[config.mk]
export PLATFORM = sky130hd
export DESIGN_NAME = fb_write_arbiter
export DESIGN_NICKNAME = d
export VERILOG_FILES = /design/src/rtl/fb_write_arbiter.sv
export SDC_FILE = /design/constraint.sdc
export NUM_CORES = 1
export LEC_CHECK = 0
export BUFFER_PORTS_ARGS = -buffer_cell sky130_fd_sc_hd__buf_4
export CAP_MARGIN = 20
export CELL_PAD_IN_SITES_DETAIL_PLACEMENT = 1
export CELL_PAD_IN_SITES_GLOBAL_PLACEMENT = 1
export CORE_UTILIZATION = 44
export DETAILED_ROUTE_END_ITERATION = 10
export GPL_ROUTABILITY_DRIVEN = 0
export PLACE_DENSITY_LB_ADDON = 0.05
export SYNTH_ARGS = -nofsm -noshare
export SYNTH_HDL_FRONTEND = slang
export SYNTH_SLANG_ARGS = --single-unit
[constraint.sdc]
create_clock -name CLOCK_50 -period 4.5 [get_ports CLOCK_50]
set_clock_uncertainty 0.15 [all_clocks]
set_input_delay 0.675 -clock CLOCK_50 [delete_from_list [all_inputs] [get_ports CLOCK_50]]
set_output_delay 0.675 -clock CLOCK_50 [all_outputs]
set_load 0.01 [all_outputs]
[src/rtl/fb_write_arbiter.sv]
// Framebuffer write-port arbiter: merges two players' trail writes into one RAM port and owns the clear sweep.
// Optional FBARB_DROP_COUNT_EN enables the saturating dropped-request counter on drop_count.
module fb_write_arbiter #(
  parameter int unsigned         ADDR_W      = 19,
  parameter int unsigned         DATA_W      = 8,
  parameter int unsigned         FB_DEPTH    = 307200,
  parameter logic [DATA_W-1:0]   CLEAR_VALUE = '0
) (
  input  logic              CLOCK_50,
  input  logic              reset,
  input  logic              clear_req,
  input  logic              p1_wren,
  input  logic [ADDR_W-1:0] p1_addr,
  input  logic [DATA_W-1:0] p1_data,
  input  logic              p2_wren,
  input  logic [ADDR_W-1:0] p2_addr,
  input  logic [DATA_W-1:0] p2_data,
  output logic              ram_wren,
  output logic [ADDR_W-1:0] ram_wraddress,
  output logic [DATA_W-1:0] ram_data,
  output logic              clear_busy,
  output logic              clear_done,
  output logic [15:0]       drop_count
);

  localparam logic [ADDR_W:0]   DEPTH_X   = (ADDR_W+1)'(FB_DEPTH);
  localparam logic [ADDR_W-1:0] LAST_ADDR = ADDR_W'(FB_DEPTH - 1);

  typedef enum logic {ST_CLEAR, ST_RUN} state_t;

  state_t              state_q, state_d;
  logic [ADDR_W-1:0]   sweep_q, sweep_d;
  logic                last_p2_q, last_p2_d;

  logic                h1_valid_q, h1_valid_d;
  logic [ADDR_W-1:0]   h1_addr_q, h1_addr_d;
  logic [DATA_W-1:0]   h1_data_q, h1_data_d;
  logic                h2_valid_q, h2_valid_d;
  logic [ADDR_W-1:0]   h2_addr_q, h2_addr_d;
  logic [DATA_W-1:0]   h2_data_q, h2_data_d;

  logic                ram_wren_d;
  logic [ADDR_W-1:0]   ram_wraddress_d;
  logic [DATA_W-1:0]   ram_data_d;
  logic                clear_busy_d;
  logic                clear_done_d;

  logic                run_c;
  logic                gnt1_c, gnt2_c;
  logic                p1_load_c, p2_load_c;
  logic [ADDR_W-1:0]   sweep_addr_c;

  // A clear request pre-empts arbitration in the cycle it is sampled.
  assign run_c  = (state_q == ST_RUN) && !clear_req;
  assign gnt1_c = run_c && h1_valid_q && (!h2_valid_q || last_p2_q);
  assign gnt2_c = run_c && h2_valid_q && !gnt1_c;

  assign p1_load_c = run_c && p1_wren && ({1'b0, p1_addr} < DEPTH_X) && (!h1_valid_q || gnt1_c);
  assign p2_load_c = run_c && p2_wren && ({1'b0, p2_addr} < DEPTH_X) && (!h2_valid_q || gnt2_c);

  // A restart inside the sweep writes address 0 in the same cycle.
  assign sweep_addr_c = clear_req ? '0 : sweep_q;

  // State and datapath registers
  always_ff @(posedge CLOCK_50) begin
    if (reset) begin
      state_q       <= ST_CLEAR;
      sweep_q       <= '0;
      last_p2_q     <= 1'b1;
      h1_valid_q    <= 1'b0;
      h1_addr_q     <= '0;
      h1_data_q     <= '0;
      h2_valid_q    <= 1'b0;
      h2_addr_q     <= '0;
      h2_data_q     <= '0;
      ram_wren      <= 1'b0;
      ram_wraddress <= '0;
      ram_data      <= '0;
      clear_busy    <= 1'b1;
      clear_done    <= 1'b0;
    end else begin
      state_q       <= state_d;
      sweep_q       <= sweep_d;
      last_p2_q     <= last_p2_d;
      h1_valid_q    <= h1_valid_d;
      h1_addr_q     <= h1_addr_d;
      h1_data_q     <= h1_data_d;
      h2_valid_q    <= h2_valid_d;
      h2_addr_q     <= h2_addr_d;
      h2_data_q     <= h2_data_d;
      ram_wren      <= ram_wren_d;
      ram_wraddress <= ram_wraddress_d;
      ram_data      <= ram_data_d;
      clear_busy    <= clear_busy_d;
      clear_done    <= clear_done_d;
    end
  end

  // Next-state logic
  always_comb begin
    state_d = state_q;
    unique case (state_q)
      ST_CLEAR: if (!clear_req && sweep_q == LAST_ADDR) state_d = ST_RUN;
      ST_RUN:   if (clear_req) state_d = ST_CLEAR;
      default:  state_d = ST_CLEAR;
    endcase
  end

  // Output, sweep and holding-register next values
  always_comb begin
    ram_wren_d      = 1'b0;
    ram_wraddress_d = ram_wraddress;
    ram_data_d      = ram_data;
    clear_done_d    = 1'b0;
    sweep_d         = sweep_q;
    last_p2_d       = last_p2_q;
    h1_valid_d      = h1_valid_q;
    h1_addr_d       = h1_addr_q;
    h1_data_d       = h1_data_q;
    h2_valid_d      = h2_valid_q;
    h2_addr_d       = h2_addr_q;
    h2_data_d       = h2_data_q;

    unique case (state_q)
      ST_CLEAR: begin
        ram_wren_d      = 1'b1;
        ram_wraddress_d = sweep_addr_c;
        ram_data_d      = CLEAR_VALUE;
        if (!clear_req && sweep_q == LAST_ADDR) clear_done_d = 1'b1;
        else                                     sweep_d = sweep_addr_c + ADDR_W'(1);
      end
      ST_RUN: begin
        if (clear_req) begin
          sweep_d = '0;
        end else if (gnt1_c) begin
          ram_wren_d      = 1'b1;
          ram_wraddress_d = h1_addr_q;
          ram_data_d      = h1_data_q;
          last_p2_d       = 1'b0;
        end else if (gnt2_c) begin
          ram_wren_d      = 1'b1;
          ram_wraddress_d = h2_addr_q;
          ram_data_d      = h2_data_q;
          last_p2_d       = 1'b1;
        end
      end
      default: ;
    endcase

    // Drain on grant, then let a same-cycle load refill the slot.
    if (gnt1_c) h1_valid_d = 1'b0;
    if (gnt2_c) h2_valid_d = 1'b0;
    if (p1_load_c) begin
      h1_valid_d = 1'b1;
      h1_addr_d  = p1_addr;
      h1_data_d  = p1_data;
    end
    if (p2_load_c) begin
      h2_valid_d = 1'b1;
      h2_addr_d  = p2_addr;
      h2_data_d  = p2_data;
    end
    if (state_d == ST_CLEAR) begin
      h1_valid_d = 1'b0;
      h2_valid_d = 1'b0;
    end

    clear_busy_d = (state_d == ST_CLEAR);
  end

`ifdef FBARB_DROP_COUNT_EN
  logic        p1_drop_c, p2_drop_c;
  logic [16:0] drop_sum_c;

  assign p1_drop_c  = p1_wren && !p1_load_c;
  assign p2_drop_c  = p2_wren && !p2_load_c;
  assign drop_sum_c = 17'(drop_count) + 17'(p1_drop_c) + 17'(p2_drop_c);

  // Saturating drop counter; only reset clears it.
  always_ff @(posedge CLOCK_50) begin
    if (reset)                   drop_count <= '0;
    else if (drop_sum_c[16])     drop_count <= 16'hFFFF;
    else                         drop_count <= drop_sum_c[15:0];
  end
`else
  assign drop_count = '0;
`endif

endmodule

==> metrics.md <==
| Metric | Value |
|---|---|
| Setup Fix Bufs, Post-CTS | `0` |
| Post-place setup slack | `approximately 1.6 ns` |
| EDFF count, synth | `0` |
| Initial cell density of the core | `45.1%` |
| Yosys warning count | `0` |
| Kind of cell with the highest combined delay on the critical path | `compound AO/OA/AOI/OAI gates` |
| CP arrival | `a little under 3 ns` |
| Startpoint type of the worst setup path | `register` |
| Async set or reset register ratio after synthesis | `0%` |
| Slew headroom | `between 20% and 30%` |
| Vias in the first global route | `around 4300` |
| Number of hold violations in the final report | `0` |
| Number of storage elements in the synthesis netlist | `107` |
| Count of fill cells added during filler insertion | `1268` |
| Crit. Startpoint | `state_q` |
| Count of unique library cells instantiated by Yosys | `64` |
| Power Density | `about 300 mW/mm2` |
| Unrepaired setup endpoints after global routing | `false` |
| Number of antenna violations at the first check in global routing | `0` |
| Most numerous cell types in the synthesized netlist | `119 x nand2_1, 107 x dfxtp_1, 55 x mux2i_1, 32 x a21oi_1, 31 x a22oi_1` |
| Post-route clock period utilization | `between 60% and 70%` |
| Layout cell share with drive strength beyond 1 | `between 20 and 25%` |
| Status | `complete, no violations` |
| Critical Path Fanout Max | `20` |
| Die W | `107 um` |
| CTS Sinks | `~110` |
| Number of maximum-capacitance constraint violations | `0` |
| Detailed-route DRC error count | `0` |
| Vias per inst | `roughly 5.6` |
| Number of buffers on the longest clock path | `2` |
| Length in cells of the worst reg-to-reg path | `5` |
| Final worst setup slack | `between 1.5 and 2 ns` |
| Signed area change from the synthesized netlist to the final layout | `17.7%` |
| Wire length of the first global-routing pass | `approximately 22000 um` |
| Number of DRC markers in iteration 0 | `approximately 190` |
| Worst vdd rail ir drop | `~210 uV` |
| Die footprint | `roughly 0.011 mm2` |
| Series of cell instances along the critical path | `and2b_2, o2111ai_1, a21oi_4, buf_4, mux2i_1` |
| Required time of the critical path | `between 4 and 5 ns` |
| Io pins | `between 100 and 150` |
| Clock buffer count from CTS | `9` |
| Sum of negative setup slack | `0 ns` |
| Post-synthesis average cell area | `just over 9 um2` |
| Slew @ Worst Pin | `about 1.1 ns` |
| Core outline area | `0.0108 mm2` |
| Max Clk Rate | `about 360 MHz` |
| Drt first pass iters | `5` |
| Setup Crit Path Kind | `register to register` |
| Cell depth of the worst setup path | `5` |
| Cell count after synthesis | `approximately 540` |
| Clock Root Buffer | `clkbuf_8` |
| H-tree depth | `3` |
| Nets@finish | `around 660` |
| Slack of the worst reg-to-reg path | `~1.7 ns` |
| Number of nets with antenna violations after detailed routing | `0` |
| Routed via count | `4172` |
| Number of endpoints failing setup at the final stage | `0` |
| Reg clk slew, reported paths | `roughly 0.11 ns` |
| CP Buf/Inv Count | `1` |
| Leading cell type by number of instances after synthesis | `nand2_1` |
| Slowest stage cell on the critical path | `dfxtp_1` |
| Port-buffer cells | `just under 90` |
| Share of Yosys cell area claimed by the top area cell type | `a little over two fifths` |
| Area of combinational cells with multiple inputs | `~0.0025 mm2` |
| Cell type with the largest total area after synthesis | `dfxtp_1` |
| Portion of the post-synthesis area used by sequential elements | `a little over two fifths` |
| Biggest cell delay along the critical path | `0.77 ns` |
| Worst-Skew Late Latency | `between 0.3 and 0.4 ns` |
| Routed WL | `about 13000 um` |
| Leakage power total | `roughly 2.1 nW` |
| Cell types occupying the most area after synthesis | `dfxtp_1 44%, mux2i_1 11%, nand2_1 9.2%, a22oi_1 4.8%, a21oi_1 3.3%` |
| Total GRT Usage | `between 20% and 30%` |
| Remaining Overflow, GRT | `0` |
| Ant. Diodes | `0` |
| Post-layout power | `between 1.5 and 2 mW` |
| Source of the worst register-to-register timing path | `state_q` |
| Maximum number of pins on one net before global-route repair | `61` |
| Final count of pins violating max slew | `0` |
| Capturing instance or port of the critical path | `h1_data_q[4]` |
| Dominant register cell in the synthesized netlist | `dfxtp_1` |
| Post-Syn Area | `approximately 0.0049 mm2` |
| CTS tree | `yes` |
| Number of rows in the core area | `38` |
| DP HPWL | `9140 um` |
| Overall die height | `107 um` |
| Min-Delay Path Class | `register to register` |
| Crit end category | `register` |
| Register area | `0.00214 mm2` |
| Mean routed wirelength per cell | `approximately 18 um` |
| Post-cts hold buffer count | `0` |
| Post-CTS Resized | `0` |
| RR Endpoint | `h1_data_q[4]` |
| Shortest period the worst path allows | `around 2.8 ns` |
-- per-layer routing --
metal / vias up / part of all wire, % / routed length [um] / track usage (%)
met5: - / 0 / 0 / 0
met4: 0 / 0.77 / 103 / 5.58
met3: 7 / 5.7 / 764 / 6.93
met2: 103 / 48 / 6450 / 41.1
met1: 2053 / 45 / 6000 / 30.7
li1: 2009 / - / - / -
-- tightest hold or removal path: stages (launching register included) --
cell	delay, ns
dfxtp_1	0.33
nand2_1	0.05
mux2i_1	0.05
-- cell usage in the layout, fill, tap and decap left out, types with 3 or more instances in the layout --
cell type and count:
a21o_1 3, a21oi_1 31, a222oi_1 8, a22oi_1 31
a31oi_1 7, and3_1 5, buf_4 92, clkbuf_8 9
conb_1 16, dfxtp_1 107, inv_1 3, inv_6 3
mux2i_1 55, nand2_1 119, nand2b_1 5, nand3_1 8
nor2_1 21, nor2b_1 4, nor4_1 4, nor4b_1 3
o21a_1 4, o21ai_0 6, o31a_1 3, or3_1 3
xnor2_1 3
-- logic make-up after synthesis --
group | Yosys count | share of synthesized area, %
xor gates and xnor gates | 3 | 0.540
and+or+nand+nor | 198 | 20.3
muxes | 56 | 11.5
DFF | 107 | 44.0
other | 1 | 0.0770
AOI/OAI and AO/OA | 113 | 16.5
buffers and inverters | 60 | 7.09
-- worst min path at each step --
stage / startpoint / to / slack (ns) / depth (start not counted)
3_5_place_dp: h1_addr_q[9] / h1_addr_q[9] / 0.30 / 2
6_report: h2_addr_q[9] / h2_addr_q[9] / 0.32 / 2
2_1_floorplan: h2_addr_q[0] / h2_addr_q[0] / 0.28 / 2
3_3_place_gp: h1_addr_q[2] / h1_addr_q[2] / 0.29 / 2
5_1_grt: h1_addr_q[12] / h1_addr_q[12] / 0.34 / 2
4_1_cts: h1_data_q[5] / h1_data_q[5] / 0.32 / 2
-- registers in the layout (all words and copies together), names as in the netlist --
name           count
ram_wren           1
h2_data_q          8
h2_valid_q         1
h1_addr_q         19
h1_valid_q         1
h2_addr_q         19
state_q            1
clear_done         1
h1_data_q          8
last_p2_q          1
ram_wraddress     19
ram_data           8
clear_busy         1
sweep_q           19
-- metrics by stage --
step,std cells,utilization [%],instance area [um2],hold WS [ns]
after floorplan,553,-,4920,0.280
final,747,53.1,5730,0.316
after global placement,729,50.8,5480,0.292
after detailed placement,729,50.8,5480,0.304
after CTS,745,52.6,5680,0.320
after global routing,747,53.1,5730,0.337
-- cell type report --
cell class	count	share of cell area [%]
clock buffers	9	2.16
flip-flops and latches	107	37.4
well taps	140	3.06
clock inverters	7	1.29
repair buffers	94	13.0
inverters	4	0.262
multi-input cells	386	42.9
-- power by group --
group	switching (mW)	total [mW]	internal [mW]
Sequential	0.00293	0.951	0.949
Clock	0.356	0.618	0.262
Combinational	0.0598	0.106	0.0457
Total	0.419	1.67	1.26
(Power assumes the default switching activity.)
